$ cat src/rtl/victim_cache_nway.sv
// victim_cache_nway: fully-associative victim cache with FIFO/LRU replacement and dirty write-back; define VICTIM_CACHE_STATS_EN to add stat counters
module victim_cache_nway #(
  parameter int TAG_WIDTH  = 27,
  parameter int LINE_BYTES = 16,
  parameter int NUM_WAYS   = 4,
  parameter int REPL_MODE  = 0
) (
  input  logic                    clk,
  input  logic                    rst,
  output logic                    vc_ready,
  input  logic                    probe_valid,
  input  logic [TAG_WIDTH-1:0]    probe_tag,
  output logic                    probe_ready,
  output logic                    probe_hit,
  output logic                    probe_dirty,
  output logic [LINE_BYTES*8-1:0] probe_line,
  input  logic                    evict_valid,
  input  logic [TAG_WIDTH-1:0]    evict_tag,
  input  logic [LINE_BYTES*8-1:0] evict_line,
  input  logic                    evict_dirty,
  output logic                    evict_ack,
  output logic                    mem_req,
  output logic                    mem_req_write,
  output logic [TAG_WIDTH-1:0]    mem_req_tag,
  output logic [LINE_BYTES*8-1:0] mem_req_wdata,
  input  logic                    mem_resp_valid
`ifdef VICTIM_CACHE_STATS_EN
  ,
  output logic [31:0]             stat_probes,
  output logic [31:0]             stat_hits,
  output logic [31:0]             stat_writebacks
`endif
);
  localparam int LINE_W = LINE_BYTES * 8;
  localparam int IW = $clog2(NUM_WAYS);
  typedef enum logic [2:0] {IDLE, PROBE, EVICT, WB_REQ, WB_WAIT} state_t;
  state_t st;
  logic [NUM_WAYS-1:0] valid, dirty;
  logic [TAG_WIDTH-1:0] tags [NUM_WAYS];
  logic [LINE_W-1:0] lines [NUM_WAYS];
  logic [IW-1:0] age [NUM_WAYS];
  logic [IW-1:0] fifo_ptr, w_idx, p_idx, e_idx, f_idx, l_idx, vict, i_idx;
  logic p_hit, e_hit, free, v_dirty, inst, repl, accept_e;
  logic [TAG_WIDTH-1:0] l_tag;
  logic [LINE_W-1:0] l_line;
  logic l_dirty;
  // tag match, lowest free way, oldest way and the install decision
  always_comb begin
    p_hit = 1'b0;
    e_hit = 1'b0;
    free = 1'b0;
    p_idx = '0;
    e_idx = '0;
    f_idx = '0;
    l_idx = '0;
    for (int i = NUM_WAYS - 1; i >= 0; i--) begin
      if (valid[i] && tags[i] == probe_tag) begin
        p_hit = 1'b1;
        p_idx = IW'(i);
      end
      if (valid[i] && tags[i] == l_tag) begin
        e_hit = 1'b1;
        e_idx = IW'(i);
      end
      if (!valid[i]) begin
        free = 1'b1;
        f_idx = IW'(i);
      end
    end
    for (int i = 1; i < NUM_WAYS; i++)
      if (age[i] > age[l_idx]) l_idx = IW'(i);
    vict = e_hit ? e_idx : free ? f_idx : (REPL_MODE == 1) ? l_idx : fifo_ptr;
    v_dirty = !e_hit && !free && dirty[vict];
    inst = (st == EVICT && !v_dirty) || (st == WB_WAIT && mem_resp_valid);
    repl = inst && (st == WB_WAIT || (!e_hit && !free));
    i_idx = (st == WB_WAIT) ? w_idx : vict;
    accept_e = st == IDLE && !probe_valid && evict_valid && !evict_ack;
  end
  // line storage and the captured eviction request; no reset needed since valid bits gate them
  always_ff @(posedge clk) begin
    if (accept_e) begin
      l_tag <= evict_tag;
      l_line <= evict_line;
      l_dirty <= evict_dirty;
    end
    if (inst) begin
      tags[i_idx] <= l_tag;
      lines[i_idx] <= l_line;
    end
  end
  // control FSM, per-way state and registered outputs
  always_ff @(posedge clk or posedge rst) begin
    if (rst) begin
      st <= IDLE;
      valid <= '0;
      dirty <= '0;
      fifo_ptr <= '0;
      w_idx <= '0;
      for (int i = 0; i < NUM_WAYS; i++) age[i] <= '0;
      vc_ready <= 1'b1;
      probe_ready <= 1'b0;
      probe_hit <= 1'b0;
      probe_dirty <= 1'b0;
      probe_line <= '0;
      evict_ack <= 1'b0;
      mem_req <= 1'b0;
      mem_req_write <= 1'b0;
      mem_req_tag <= '0;
      mem_req_wdata <= '0;
`ifdef VICTIM_CACHE_STATS_EN
      stat_probes <= '0;
      stat_hits <= '0;
      stat_writebacks <= '0;
`endif
    end else begin
      probe_ready <= 1'b0;
      probe_hit <= 1'b0;
      probe_dirty <= 1'b0;
      probe_line <= '0;
      evict_ack <= 1'b0;
      case (st)
        IDLE: begin
          if (probe_valid) begin
            st <= PROBE;
            vc_ready <= 1'b0;
            probe_ready <= 1'b1;
            probe_hit <= p_hit;
            probe_dirty <= p_hit && dirty[p_idx];
            probe_line <= p_hit ? lines[p_idx] : '0;
`ifdef VICTIM_CACHE_STATS_EN
            if (stat_probes != '1) stat_probes <= stat_probes + 1'b1;
            if (p_hit && stat_hits != '1) stat_hits <= stat_hits + 1'b1;
`endif
            if (p_hit) begin
              valid[p_idx] <= 1'b0;
              dirty[p_idx] <= 1'b0;
              for (int i = 0; i < NUM_WAYS; i++)
                if (valid[i] && age[i] > age[p_idx]) age[i] <= age[i] - 1'b1;
            end
          end else if (accept_e) begin
            st <= EVICT;
            vc_ready <= 1'b0;
          end
        end
        PROBE: begin
          st <= IDLE;
          vc_ready <= 1'b1;
        end
        EVICT: begin
          if (v_dirty) begin
            st <= WB_REQ;
            mem_req <= 1'b1;
            mem_req_write <= 1'b1;
            mem_req_tag <= tags[vict];
            mem_req_wdata <= lines[vict];
            w_idx <= vict;
          end else begin
            st <= IDLE;
            vc_ready <= 1'b1;
            evict_ack <= 1'b1;
          end
        end
        WB_REQ: st <= WB_WAIT;
        WB_WAIT: begin
          if (mem_resp_valid) begin
            st <= IDLE;
            vc_ready <= 1'b1;
            evict_ack <= 1'b1;
            mem_req <= 1'b0;
            mem_req_write <= 1'b0;
`ifdef VICTIM_CACHE_STATS_EN
            if (stat_writebacks != '1) stat_writebacks <= stat_writebacks + 1'b1;
`endif
          end
        end
        default: st <= IDLE;
      endcase
      if (inst) begin
        valid[i_idx] <= 1'b1;
        dirty[i_idx] <= l_dirty | (e_hit & dirty[i_idx]);
        for (int i = 0; i < NUM_WAYS; i++)
          if (IW'(i) == i_idx) age[i] <= '0;
          else if (valid[i] && (!valid[i_idx] || age[i] < age[i_idx])) age[i] <= age[i] + 1'b1;
      end
      if (repl) fifo_ptr <= fifo_ptr + 1'b1;
    end
  end
endmodule

$ cat config.mk
export PLATFORM = sky130hd
export DESIGN_NAME = victim_cache_nway
export DESIGN_NICKNAME = d
export VERILOG_FILES = /design/src/rtl/victim_cache_nway.sv
export SDC_FILE = /design/constraint.sdc
export NUM_CORES = 2
export LEC_CHECK = 0
export ABC_CLOCK_PERIOD_IN_PS = 36400
export CAP_MARGIN = 20
export CORE_UTILIZATION = 55
export CTS_BUF_LIST = sky130_fd_sc_hd__clkbuf_8 sky130_fd_sc_hd__clkbuf_16
export DETAILED_ROUTE_END_ITERATION = 8
export GPL_ROUTABILITY_DRIVEN = 0
export PLACE_DENSITY = 0.79
export SLEW_MARGIN = 0
export SYNTH_ARGS = -nofsm -noshare
export SYNTH_HDL_FRONTEND = slang
export SYNTH_SLANG_ARGS = --single-unit
$ cat constraint.sdc
create_clock -name clk -period 36.4 [get_ports clk]
set_input_delay 7.28 -clock clk [delete_from_list [all_inputs] [get_ports clk]]
set_output_delay 7.28 -clock clk [all_outputs]
set_load 0.01 [all_outputs]
==> out/qor.log <==
qor: sta.rsz0062_at_grt false
qor: sta.fin_tns_setup 0 ns
qor: sta.layout_worst_path_cycle_share 30.33%
qor: worst_setup_path.critical_path.slowest_cell sky130_fd_sc_hd__buf_4
qor: run.cap_violations 0
qor: placement.io_buffer_count 477
qor: routing.initial_detailed_routing_violation_count 3,363
qor: pwr.post-layout-total-power 4.106 mW
qor: yosys.number_of_enable_flip_flop_cells_after_synthesis 776
qor: worst_setup_path.worst-path-max-fanout 47
qor: clock_network.clk-insertion-delay-late 0.68 ns
qor: worst_setup_path.crit_path_max_incr_delay 0.75 ns
qor: global_route.first_global_vias 29,980
qor: yosys.synth_area_leader_cell sky130_fd_sc_hd__edfxtp_1
qor: yosys.syn-cell-area 44,980 um^2
qor: clock_network.postCtsSetupBuffers 0
qor: clock_network.cts_resized 0
qor: routing.drcViolationCount 7
qor: floorplan.core-area 80,680 um^2
qor: worst_setup_path.critical-path-top-delay-family buffers and inverters
qor: cells_and_area.final_layout_size_suffix_gt1_share 11.85%
qor: clock_network.cts_made_buffers 105
qor: routing.wl_per_cell 26.50 um
qor: floorplan.initial_core_util 55.76%
qor: floorplan.fp.dieH 288.0 um
qor: clock_network.cts_hold_buf 0
qor: worst_setup_path.worst_path_cell_trace clkdlybuf4s50_1 > xnor2_1 > nand4_1 > or4_1 > nor4_1 > nand3_1 > a21boi_4 > buf_4 > buf_4 > mux2_2 > o21ai_0 > a21oi_1
qor: clock_network.htreeDepth 3
qor: yosys.synth.ff_latch_count 1,080
qor: global_route.grt_antenna_before_repair 7
qor: cells_and_area.finished_layout_cell_area 54,320 um^2
qor: yosys.yosys-top-cells-area sky130_fd_sc_hd__edfxtp_1 (52%), sky130_fd_sc_hd__dfrtp_1 (17%), sky130_fd_sc_hd__mux2_2 (5.0%), sky130_fd_sc_hd__mux2i_1 (3.6%), sky130_fd_sc_hd__a21oi_1 (3.2%)
qor: cells_and_area.fin_nets 3,631
qor: worst_hold_path.worstHoldPathType reg2reg
qor: cells_and_area.final.fill_count 5,426
qor: sta.worst_pin_slew 1.840 ns
qor: sta.final_max_slew_viol_count 144
qor: status.violations design-rule violations, max-slew violations
qor: sta.achievable-frequency 0.09057 GHz
qor: clock_network.cts_num_sinks 1,080
qor: worst_setup_path.worstSetupStartpointType input port
qor: clock_network.max-clock-path-buffers 3
qor: routing.drt-vias-per-instance 6.309
qor: pwr.vdd_ir_drop_max 0.0001125 V
qor: cells_and_area.layout.cells.most_common_list sky130_fd_sc_hd__edfxtp_1 (776), sky130_fd_sc_hd__clkdlybuf4s50_1 (477), sky130_fd_sc_hd__dfrtp_1 (303), sky130_fd_sc_hd__a21oi_1 (290), sky130_fd_sc_hd__mux2_2 (200)
qor: yosys.synth_seq_area_share 68.71%
qor: floorplan.i_o_pins 478
qor: yosys.synth.net_count 3,214
qor: cells_and_area.ff_latch_area 30,910 um^2
qor: sta.clock-skew-final 0.02893 ns
qor: yosys.post_synth.cell_area_avg 14.87 um^2
qor: worst_setup_path.kind_of_end_point_of_the_critical_path flop
qor: yosys.synth_top_area_share 51.80%
qor: global_route.global_route_total_usage_across_every_layer 29.14%
qor: status.status complete, but fails checks
qor: cells_and_area.layout.cells.most_common sky130_fd_sc_hd__edfxtp_1
qor: cells_and_area.multi_input_area 13,270 um^2
qor: yosys.post_synth_num_cell_types 51
qor: cells_and_area.final_core_util 67.34%
qor: pwr.power_density 75.58 nW/um^2
qor: yosys.yosysWarningCount 0
qor: floorplan.die_area 82,940 um^2
qor: sta.period_minus_slack 11.04 ns
qor: global_route.grt_first_pass_wirelength 181.2 mm
qor: floorplan.row_count 104
qor: clock_network.cts.clk_slew.worst_paths 0.06 ns
qor: worst_setup_path.critPathKind in2reg
qor: sta.rel_slew_slack -22.69%
qor: pwr.leakage 19.06 nW
qor: placement.place_inst 4,395
qor: yosys.primary_ff_master_synth sky130_fd_sc_hd__edfxtp_1
qor: worst_setup_path.required 36.92 ns
qor: yosys.synthCells 3,026
qor: placement.detailed_place.area 50,690 um^2
qor: routing.finalWirelength 121.8 mm
qor: worst_setup_path.cp_num_buf_inv 3
qor: routing.vias 29,000
qor: sta.setup-violations-final 0
qor: yosys.async_reset_ff_share 28.15%
qor: clock_network.cts_root_buffer sky130_fd_sc_hd__clkbuf_16
qor: cells_and_area.layout.cells.non_filler 4,597
qor: routing.drt_first_pass_iters 9
qor: placement.dp.final_hpwl 73.92 mm
qor: clock_network.tritoncts done
qor: global_route.globalRoute.totalOverflow 0
qor: worst_setup_path.cp_common_cell sky130_fd_sc_hd__buf_4
qor: worst_setup_path.timing.critical_path.arrival 11.56 ns
qor: floorplan.dieWidth 288.0 um
qor: routing.drt.antenna.violating_nets 0
qor: cells_and_area.area_growth 20.76%
qor: sta.finalHoldViolCount 0
qor: global_route.largest_net_degree_at_the_start_of_global_routing 238
cell families after synthesis:
kind of cell	synth area share (%)
flops	68.71
compound gates	9.880
buf+inv	1.997
simple gates	4.428
xor+xnor	4.264
mux	10.72
final timing paths:
check | startpoint | slack (ns) | cells after the start | end
max | probe_tag[11] | 25.36 | 12 | probe_line[86]
min | l_line[21] | 0.48 | 0 | lines[3][21]
max reg2reg | l_tag[12] | 30.14 | 11 | mem_req_wdata[87]
min reg2reg | l_line[21] | 0.48 | 0 | lines[3][21]
max in group asynchronous | rst | 27.12 | 4 | mem_req_tag[12]
min in group asynchronous | rst | 7.14 | 2 | mem_req_wdata[98]
where the power goes:
part	internal, mW	switching, mW	total, mW	leakage (nW)
Clock	0.641	0.464	1.10	1.86
Combinational	0.541	0.730	1.27	6.23
Sequential	1.58	0.155	1.73	11.0
sequential cells by signal, indices dropped and copies added (netlist names), 2 cells and up:
register,cells
dirty,4
fifo_ptr,2
l_line,128
l_tag,27
lines,512
mem_req_tag,27
mem_req_wdata,128
probe_line,128
st,3
tags,108
valid,4
w_idx,2
area by class of cell:
| cell class | instances | area share [%] |
|---|---|---|
| well taps | 1060 | 2.441 |
| diodes | 2 | 0.009213 |
| inverters | 13 | 0.1221 |
| repair buffers | 516 | 9.485 |
| flip-flops and latches | 1080 | 56.90 |
| clock inverters | 77 | 1.292 |
| clock buffers | 122 | 5.330 |
| multi-input cells | 1727 | 24.42 |
synth_stat cells (13+ instances only):
cell type / number
sky130_fd_sc_hd__o21ai_0: 137
sky130_fd_sc_hd__xor2_1: 102
sky130_fd_sc_hd__nor2b_1: 156
sky130_fd_sc_hd__buf_2: 25
sky130_fd_sc_hd__xnor2_1: 117
sky130_fd_sc_hd__nor4_1: 39
sky130_fd_sc_hd__mux2_2: 200
sky130_fd_sc_hd__mux2_1: 85
sky130_fd_sc_hd__nand2_1: 24
sky130_fd_sc_hd__dfrtp_1: 303
sky130_fd_sc_hd__a211oi_1: 157
sky130_fd_sc_hd__edfxtp_1: 776
sky130_fd_sc_hd__nor3_1: 14
sky130_fd_sc_hd__nand4_1: 43
sky130_fd_sc_hd__a21oi_1: 290
sky130_fd_sc_hd__clkbuf_1: 166
sky130_fd_sc_hd__inv_1: 13
sky130_fd_sc_hd__a22oi_1: 129
sky130_fd_sc_hd__nor2_1: 14
sky130_fd_sc_hd__mux2i_1: 161
stage by stage:
step                hold WS, ns  setup WS (ns)
finish                   0.4806          25.36
global route             0.4998          25.26
CTS                      0.4884          25.49
detailed placement       0.4752          24.81
global placement         0.4600          24.86
floorplan                0.4458          20.72
metal layers:
layer	track usage [%]	vias up	routed length (um)
met3	5.784	336	11050
met1	38.21	14640	46590
met4	12.90	8	5118
met5	0	-	50
met2	47.28	1626	59030
li1	-	12390	-
Power figures use the tool's default switching activity.
